--- config.mk ---
export PLATFORM = sky130hd
export DESIGN_NAME = fifo_wr_ctrl
export DESIGN_NICKNAME = d
export VERILOG_FILES = /design/src/rtl/fifo_pkg.sv /design/src/rtl/ptr_sync.sv /design/src/rtl/fifo_wr_ctrl.sv
export SDC_FILE = /design/constraint.sdc
export NUM_CORES = 1
export LEC_CHECK = 0
export BUFFER_PORTS_ARGS = -buffer_cell sky130_fd_sc_hd__buf_4
export CAP_MARGIN = 0
export CORE_MARGIN = 5
export CORE_UTILIZATION = 55
export DETAILED_ROUTE_END_ITERATION = 10
export PLACE_DENSITY = 0.79
export SLEW_MARGIN = 20
export SYNTH_ARGS = -nofsm -noshare
export SYNTH_HDL_FRONTEND = slang
export SYNTH_HIERARCHICAL = 1
export SYNTH_SLANG_ARGS = --single-unit
export TNS_END_PERCENT = 10
--- constraint.sdc ---
create_clock -name w_clk -period 2.1 [get_ports w_clk]
set_input_delay 0.105 -clock w_clk [delete_from_list [all_inputs] [get_ports w_clk]]
set_output_delay 0.105 -clock w_clk [all_outputs]
set_load 0.05 [all_outputs]
--- src/rtl/fifo_pkg.sv ---
`default_nettype none
// ============================================================================
// Module      : fifo_pkg
// Description : Shared definitions for the async FIFO write/read sides:
//               default widths, write-side packet FSM state type and the
//               gray/binary pointer conversion helpers.
// Revision    : 1.0 - initial release
// ============================================================================
package fifo_pkg;

  localparam int c_data_w      = 8;   // RAM word width
  localparam int c_addr_w      = 7;   // RAM address width
  localparam int c_ptr_w       = 8;   // gray pointer width (address + wrap bit)
  localparam int c_sync_stages = 2;   // synchroniser depth
  localparam int c_len_w       = 16;  // packet length counter width

  typedef enum logic [0:0] {
    IDLE = 1'b0,
    PKT  = 1'b1
  } wr_state_t;

  function automatic logic [c_ptr_w-1:0] bin2gray(input logic [c_ptr_w-1:0] bin);
    return bin ^ (bin >> 1);
  endfunction

  // Each binary bit is the XOR of all gray bits at and above it.
  function automatic logic [c_ptr_w-1:0] gray2bin(input logic [c_ptr_w-1:0] gray);
    logic [c_ptr_w-1:0] bin;
    bin[c_ptr_w-1] = gray[c_ptr_w-1];
    for (int i = c_ptr_w - 2; i >= 0; i--) begin
      bin[i] = bin[i+1] ^ gray[i];
    end
    return bin;
  endfunction

endpackage : fifo_pkg
`default_nettype wire

--- src/rtl/ptr_sync.sv ---
`default_nettype none
// ============================================================================
// Module      : ptr_sync
// Description : Multi-flop synchroniser for a gray-coded pointer crossing
//               into the clk domain. Gray coding guarantees a single-bit
//               change per step, so the bus needs no skew handling.
// Ports       : clk   - destination clock
//               n_rst - async reset, active-low
//               d     - pointer from the source domain (async)
//               q     - synchronised pointer (last stage)
// Revision    : 1.0 - initial release
// ============================================================================
module ptr_sync #(
  parameter int PTR_W       = 8,
  parameter int SYNC_STAGES = 2   // must be >= 2
) (
  input  logic             clk,
  input  logic             n_rst,
  input  logic [PTR_W-1:0] d,
  output logic [PTR_W-1:0] q
);

  // Stage 0 captures the async input; higher index = older sample.
  logic [SYNC_STAGES-1:0][PTR_W-1:0] r_stage;

  always_ff @(posedge clk or negedge n_rst) begin
    if (!n_rst) begin
      r_stage <= '0;
    end else begin
      r_stage <= {r_stage[SYNC_STAGES-2:0], d};
    end
  end

  assign q = r_stage[SYNC_STAGES-1];

endmodule : ptr_sync
`default_nettype wire

--- src/rtl/fifo_wr_ctrl.sv ---
`default_nettype none
// ============================================================================
// Module      : fifo_wr_ctrl
// Description : Write-side initiator of the async FIFO (w_clk domain).
//               Upstream words enter a 2-entry skid buffer via valid/ready,
//               are written to the dual-port RAM at the address supplied by
//               the full-flag block, and are framed into packets whose
//               length is reported with a one-cycle pkt_done pulse. Also
//               synchronises the read-side gray pointer into w_clk.
// Ports       : w_clk, n_rst           - clock, async active-low reset
//               in_valid/in_data/in_last/in_ready - upstream handshake
//               full, w_count           - from the full-flag block
//               rptr_gray               - read pointer (r_clk domain)
//               r_count_sync            - synchronised read pointer
//               w_en, w_addr, w_data    - RAM write port
//               pkt_done, pkt_len       - packet completion report
// Revision    : 1.0 - initial release
// ============================================================================
module fifo_wr_ctrl
  import fifo_pkg::*;
#(
  parameter int DATA_W      = c_data_w,
  parameter int ADDR_W      = c_addr_w,
  parameter int PTR_W       = c_ptr_w,
  parameter int SYNC_STAGES = c_sync_stages,
  parameter int LEN_W       = c_len_w
) (
  input  logic              w_clk,
  input  logic              n_rst,
  input  logic              in_valid,
  input  logic [DATA_W-1:0] in_data,
  input  logic              in_last,
  output logic              in_ready,
  input  logic              full,
  input  logic [ADDR_W-1:0] w_count,
  input  logic [PTR_W-1:0]  rptr_gray,
  output logic [PTR_W-1:0]  r_count_sync,
  output logic              w_en,
  output logic [ADDR_W-1:0] w_addr,
  output logic [DATA_W-1:0] w_data,
  output logic              pkt_done,
  output logic [LEN_W-1:0]  pkt_len
);

  // --------------------------------------------------------------------------
  // Read pointer crossing
  // --------------------------------------------------------------------------
  ptr_sync #(
    .PTR_W       (PTR_W),
    .SYNC_STAGES (SYNC_STAGES)
  ) u_rptr_sync (
    .clk   (w_clk),
    .n_rst (n_rst),
    .d     (rptr_gray),
    .q     (r_count_sync)
  );

  // --------------------------------------------------------------------------
  // Skid buffer: head entry is always the next word to write
  // --------------------------------------------------------------------------
  logic [1:0]        r_occ;
  logic [DATA_W-1:0] r_head_data;
  logic              r_head_last;
  logic [DATA_W-1:0] r_tail_data;
  logic              r_tail_last;

  logic w_accept;
  logic w_pop;
  logic w_load_tail;

  // in_ready depends only on r_occ so full/in_valid never reach it combinationally.
  assign in_ready = (r_occ != 2'd2);
  assign w_accept = in_valid & in_ready;
  assign w_pop    = w_en;

  // A new word lands in the tail only when the head stays occupied this cycle.
  assign w_load_tail = (r_occ == 2'd1) & ~w_pop;

  always_ff @(posedge w_clk or negedge n_rst) begin
    if (!n_rst) begin
      r_occ       <= 2'd0;
      r_head_data <= '0;
      r_head_last <= 1'b0;
      r_tail_data <= '0;
      r_tail_last <= 1'b0;
    end else begin
      if (w_pop) begin
        r_head_data <= r_tail_data;
        r_head_last <= r_tail_last;
      end
      if (w_accept) begin
        if (w_load_tail) begin
          r_tail_data <= in_data;
          r_tail_last <= in_last;
        end else begin
          // Overrides the shift above when accept and pop coincide at occ=1.
          r_head_data <= in_data;
          r_head_last <= in_last;
        end
      end
      case ({w_accept, w_pop})
        2'b10:   r_occ <= r_occ + 2'd1;
        2'b01:   r_occ <= r_occ - 2'd1;
        default: r_occ <= r_occ;
      endcase
    end
  end

  // --------------------------------------------------------------------------
  // RAM write port
  // --------------------------------------------------------------------------
  assign w_en   = (r_occ != 2'd0) & ~full;
  assign w_data = r_head_data;
  assign w_addr = w_count;

  // --------------------------------------------------------------------------
  // Packet framing FSM and length counter
  // --------------------------------------------------------------------------
  wr_state_t        r_state;
  logic [LEN_W-1:0] r_len_cnt;
  logic             r_pkt_done;
  logic [LEN_W-1:0] r_pkt_len;
  logic [LEN_W-1:0] w_len_inc;

  // Saturating increment keeps oversized packets from wrapping to small lengths.
  assign w_len_inc = (r_len_cnt == {LEN_W{1'b1}}) ? r_len_cnt : r_len_cnt + 1'b1;

  always_ff @(posedge w_clk or negedge n_rst) begin
    if (!n_rst) begin
      r_state    <= IDLE;
      r_len_cnt  <= '0;
      r_pkt_done <= 1'b0;
      r_pkt_len  <= '0;
    end else begin
      r_pkt_done <= 1'b0;
      if (w_en) begin
        case (r_state)
          IDLE: begin
            if (r_head_last) begin
              r_pkt_done <= 1'b1;
              r_pkt_len  <= LEN_W'(1);
            end else begin
              r_state   <= PKT;
              r_len_cnt <= LEN_W'(1);
            end
          end
          PKT: begin
            if (r_head_last) begin
              r_state    <= IDLE;
              r_len_cnt  <= '0;
              r_pkt_done <= 1'b1;
              r_pkt_len  <= w_len_inc;
            end else begin
              r_len_cnt <= w_len_inc;
            end
          end
          default: r_state <= IDLE;
        endcase
      end
    end
  end

  assign pkt_done = r_pkt_done;
  assign pkt_len  = r_pkt_len;

endmodule : fifo_wr_ctrl
`default_nettype wire
# ---- Word level (Yosys, flattened, before mapping)
# Index checks and enable logic that the tools add are counted.
dict set report totals {
  register_bits 70
  input_bits 28
  word_cells 50
}
dict set report classes {
  bitwise_logic 6
  reduce_logical 5
  muxes 17
  add_sub_neg 3
  n_eq_ne 8
}
# operator count
set ops {}
lappend ops {{16-bit two-way mux} 5}
lappend ops {{16-bit case mux with 2 select lines} 2}
lappend ops {{8-bit two-way mux} 3}
lappend ops {{16-bit by 1-bit adder with 16-bit output (second input constant)} 1}
lappend ops {{16-bit == test (second input constant)} 1}
lappend ops {{2-bit inequality test (second input constant)} 4}
lappend ops {{1-bit two-way mux} 6}
lappend ops {{2-bit by 1-bit == test with 1-bit output (second input constant)} 2}
lappend ops {{2-bit case mux with 2 select lines} 1}
lappend ops {{2-bit AND reduction} 2}
lappend ops {{2-bit nonzero test} 2}
lappend ops {{1-bit AND} 3}
lappend ops {{1-bit NOT} 3}
lappend ops {{3-bit AND reduction} 1}
lappend ops {{2-bit by 1-bit adder with 2-bit output (second input constant)} 1}
lappend ops {{2-bit == test (second input constant)} 1}
lappend ops {{2-bit by 1-bit subtractor with 2-bit output (second input constant)} 1}

# ---- Longest topological paths before layout
dict set report depth {
  depth_word 6
  mapped_depth 10
  mapped_depth_nobuf 9
}

# ---- Modules after synthesis
# The synthesis kept the hierarchy.
# module instances cells_per_inst area_each_um2
set by_module_without_submodules {}
lappend by_module_without_submodules {fifo_wr_ctrl 1 323 3049.2}
lappend by_module_without_submodules {ptr_sync 1 24 460.4}

# ---- Worst setup path after synthesis
# No wires, ideal clock.
dict set report synth_timing {
  path_kind {register to register}
  startpoint {register r_occ[0]}
  endpoint {register r_occ[1]}
  synth_period_minus_slack_ns 2.361
  path_buffers 2
  slack_ns -0.261
  setup_ns 0.127
  arrival_time_ns 2.234
  path_stages_with_launch 10
  path_cell_list {dfrtp_1 -> inv_1 -> ha_1 -> or2_1 -> buf_4 -> inv_2 -> clkbuf_1 -> ha_1 -> nand2_1 -> o21ai_0}
}
dict set report synth_via {
  elab_chain_cells 4
  elab_cells_between_ends 10
}
# item line_no
set synth_lines {}
lappend synth_lines {{start: declaration} fifo_wr_ctrl.sv:61} ;# logic [1:0] r_occ;
lappend synth_lines {{start signal: assignment} fifo_wr_ctrl.sv:102} ;# 2'b10: r_occ <= r_occ + 2'd1;
lappend synth_lines {{start signal: assignment} fifo_wr_ctrl.sv:103} ;# 2'b01: r_occ <= r_occ - 2'd1;
lappend synth_lines {{start signal: assignment} fifo_wr_ctrl.sv:104} ;# default: r_occ <= r_occ;
lappend synth_lines {{2-bit nonzero test (*)} fifo_wr_ctrl.sv:112} ;# assign w_en = (r_occ != 2'd0) & ~full;
lappend synth_lines {{1-bit AND (*)} fifo_wr_ctrl.sv:112}
lappend synth_lines {{via w_en} fifo_wr_ctrl.sv:38} ;# output logic w_en,
lappend synth_lines {{2-bit by 1-bit == test with 1-bit output / 2-bit == test (equally long branches)} fifo_wr_ctrl.sv:101} ;# case ({w_accept, w_pop})
lappend synth_lines {{2-bit case mux with 2 select lines / 2-bit nonzero test (equally long branches)} -}
# The timed path passes the listed nets; every way through them passes the cells marked *.
# A chain may end at the register's enable or synchronous reset.

# ---- Worst setup path in the final report
dict set report layout_timing {
  startpoint {register r_occ[0]}
  endpoint {output port w_en}
}
dict set report layout_via {
  elab_chain_cells 2
}
# item line_no
set layout_lines {}
lappend layout_lines {{2-bit nonzero test} fifo_wr_ctrl.sv:112}
lappend layout_lines {{1-bit AND} fifo_wr_ctrl.sv:112}
lappend layout_lines {{end: declaration} fifo_wr_ctrl.sv:38}
# Every way passes these cells.

==> impl_metrics.json <==
{
  "outcome": "complete, no violations",
  "chipHeight_um": 89.88,
  "synthToLayoutAreaGrowth_pct": 20.18,
  "ff2ff_setup_slack_ns": 0.23,
  "rr_startpoint": "r_len_cnt[0]",
  "tritoncts": "yes",
  "synth_area_leaders": "dfrtp_1 (50%), nand2_1 (5.8%), buf_4 (3.9%), mux2_2 (2.9%), a31oi_1 (2.3%)",
  "fmax_mhz": 519.2,
  "antenna_found_initial": 0,
  "r2r_end": "pkt_len[7]",
  "seqCellArea_mm2": 0.001752,
  "pin_count": 70,
  "synth-seq-area-share_pct": 49.91,
  "synth.largest_area_cell": "dfrtp_1",
  "grt_max_degree": 71,
  "dp_hpwl_um": 5312,
  "tightestPinTransition_ns": 0.8377,
  "yosysMostFrequentCell": "dfrtp_1",
  "synth-seq-cells": 70,
  "setup-violations-final": 0,
  "die_area_mm2": 0.008078,
  "synth_common_cells": "dfrtp_1 (70), nand2_1 (54), buf_4 (18), nor2_1 (18), buf_2 (15)",
  "start_util_pct": 55.91,
  "synth_ff_type": "dfrtp_1",
  "first_pass_iters": 4,
  "finalSetupTns_ns": 0,
  "clkLatencyLatePin_ns": 0.35,
  "totalPowerFinal_mw": 5.573,
  "cp-end-kind": "primary output",
  "clk_pin_slew_worst_paths_ns": 0.07,
  "place.gp.congestion": 0.9062,
  "core-area_mm2": 0.006277,
  "fin_crit_sh_pct": 91.71,
  "maxCapViolations": 0,
  "critPathLaunch": "r_occ[0]",
  "cts-root-buf": "clkbuf_8",
  "diodes": 0,
  "cts_setup_buffers": 0,
  "num_vias": 2814,
  "worstRegToRegCells": 6,
  "cts_max_level": 3,
  "crit_fanout": 12,
  "hold_path.startpoint": "in_data[4]",
  "slew_violations": 0,
  "max_slew_margin_pct": 44.15,
  "place.port_buffers": 55,
  "critPathKind": "register to primary output",
  "cp-start-kind": "register",
  "multi_input_area_mm2": 0.001476,
  "critical_path_required_ns": 2.00,
  "cts_num_sinks": 70,
  "rsz0062_at_grt": "no",
  "skew_ns": 0.008307,
  "netlist_area_mm2": 0.003510,
  "grtUsageTotal_pct": 20.58,
  "synthArstFlopShare_pct": 100.0,
  "cp_data_arrival_time_ns": 1.82,
  "drt_iter0_markers": 276,
  "drive_gt1_share_pct": 26.42,
  "viasPerCell": 5.838,
  "p_per_area_mw_per_mm2": 1321,
  "min_delay_path_depth": 2,
  "clockBufferDepth": 2,
  "irDropWorstVdd_mv": 0.9369,
  "period_minus_slack_ns": 1.926,
  "grt_overflow_total": 0,
  "die_w_um": 89.88,
  "finalWirelength_um": 7836,
  "nFillCells": 475,
  "hold_path_end": "r_tail_data[4]",
  "leakage_nw": 1.861,
  "drc": 0,
  "synthesis.nets": 380,
  "numCtsBuffers": 9,
  "yosys.cell_types.count": 57,
  "wl_per_cell_um": 16.26,
  "syn_inst": 347,
  "hold_viol": 0,
  "fp-row-count": 29,
  "ant_nets": 0,
  "yosysWarnings": 6,
  "nets": 433,
  "syn_area_per_cell_um2": 10.11,
  "grt_pass1_vias": 2751,
  "synth_top_area_share_pct": 49.91,
  "hp-class": "input port to register",
  "synth_edf_count": 0,
  "grt_pass1_wl_um": 13650
}
==> flip-flops by register name (all words and copies together), names as in the netlist, 2 cells and up <==
| name | cells |
|---|---|
| u_rptr_sync/r_stage | 8 |
| w_data | 8 |
| u_rptr_sync/q | 8 |
| r_occ | 2 |
| r_tail_data | 8 |
| r_len_cnt | 16 |
| pkt_len | 16 |
==> through the flow <==
| step | cells | hold slack, ns | area [um^2] | util (%) | setup WS, ns |
|---|---|---|---|---|---|
| after floorplan | 347 | -0.1906 | 3511 | - | 0.09203 |
| after global placement | 450 | 0.2103 | 3864 | 61.55 | 0.2679 |
| after detailed placement | 450 | 0.2103 | 3864 | 61.55 | 0.1799 |
| after CTS | 480 | 0.0008080 | 4195 | 66.83 | 0.07996 |
| after global routing | 482 | 0.0002907 | 4218 | 67.19 | 0.07193 |
| final | 482 | 0.01013 | 4218 | 67.19 | 0.1741 |
==> worst max-delay path: stages (launching register included) <==
cell and delay (ns):
dfrtp_1 0.38, inv_1 0.08, ha_1 0.21, or2_4 0.30
inv_2 0.09, buf_4 0.20, buf_4 0.22
==> cells by family (layout without fill, tap and decap cells) <==
kind of cell    Yosys count  in the layout  share of synthesized area [%]
compound gates           74             74                          14.87
buf+inv                  50            108                          8.092
flops                    70             70                          49.91
fa+ha+maj                 5              5                          1.783
mux                      12             12                          3.743
xor+xnor                  7              7                          1.747
simple gates            129            129                          19.86
==> layout by cell type, fill, tap and decap left out, types with 3 or more instances in the layout <==
master and count:
nand2b_1 4, dlygate4sd3_1 16, a21oi_1 9, and4_1 4, or3_1 3, ha_1 5, xnor2_1 6, o311ai_1 3
nand2_1 54, nand4_1 5, o31ai_1 3, o211ai_1 10, nor4_1 5, clkbuf_8 9, a31oi_1 13, mux2_2 9
nor3_1 6, dfrtp_1 70, o21ai_1 7, inv_1 6, mux2i_1 3, nand3_1 12, o21ai_0 13, nor2_1 18
a21o_1 3, buf_4 68
==> layer usage <==
layer / vias to the layer above / global-route usage (%) / wire [um]
li1: 1328 / - / -
met1: 1357 / 26.99 / 3270
met2: 113 / 31.71 / 3792
met3: 16 / 5.259 / 600
met4: 0 / 10.17 / 173
met5: - / 0 / 0
==> worst max-delay path by stage <==
stage	to	slack, ns	cells after the start
6_report	w_en	0.17	6
5_1_grt	pkt_len[7]	0.07	6
4_1_cts	w_en	0.08	6
3_5_place_dp	pkt_len[6]	0.18	8
3_3_place_gp	r_len_cnt[10]	0.27	5
2_1_floorplan	r_occ[1]	0.09	9
==> area by class of cell <==
class                      instances  area share [%]
clock buffer                      11           3.115
clock inverter                     5           1.424
inverter                           8          0.7416
multi-input combinational        227           35.00
sequential                        70           41.53
tap                               77           2.284
timing repair buffer              84           15.90
==> where the power goes <==
part	switching [mW]	internal [mW]	total [mW]
combinational	1.48	0.850	2.33
clock	0.514	0.551	1.07
sequential	0.434	1.74	2.18
total	2.43	3.15	5.57
==> what timing repair did <==
item | CTS | global route
setup endpoints to repair | 0 | 1
endpoints found under the hold margin | 83 | 2
gates resized for setup | 0 | 1
hold buffers | 14 | 2
No activity file was read; power rests on OpenSTA's default activity.
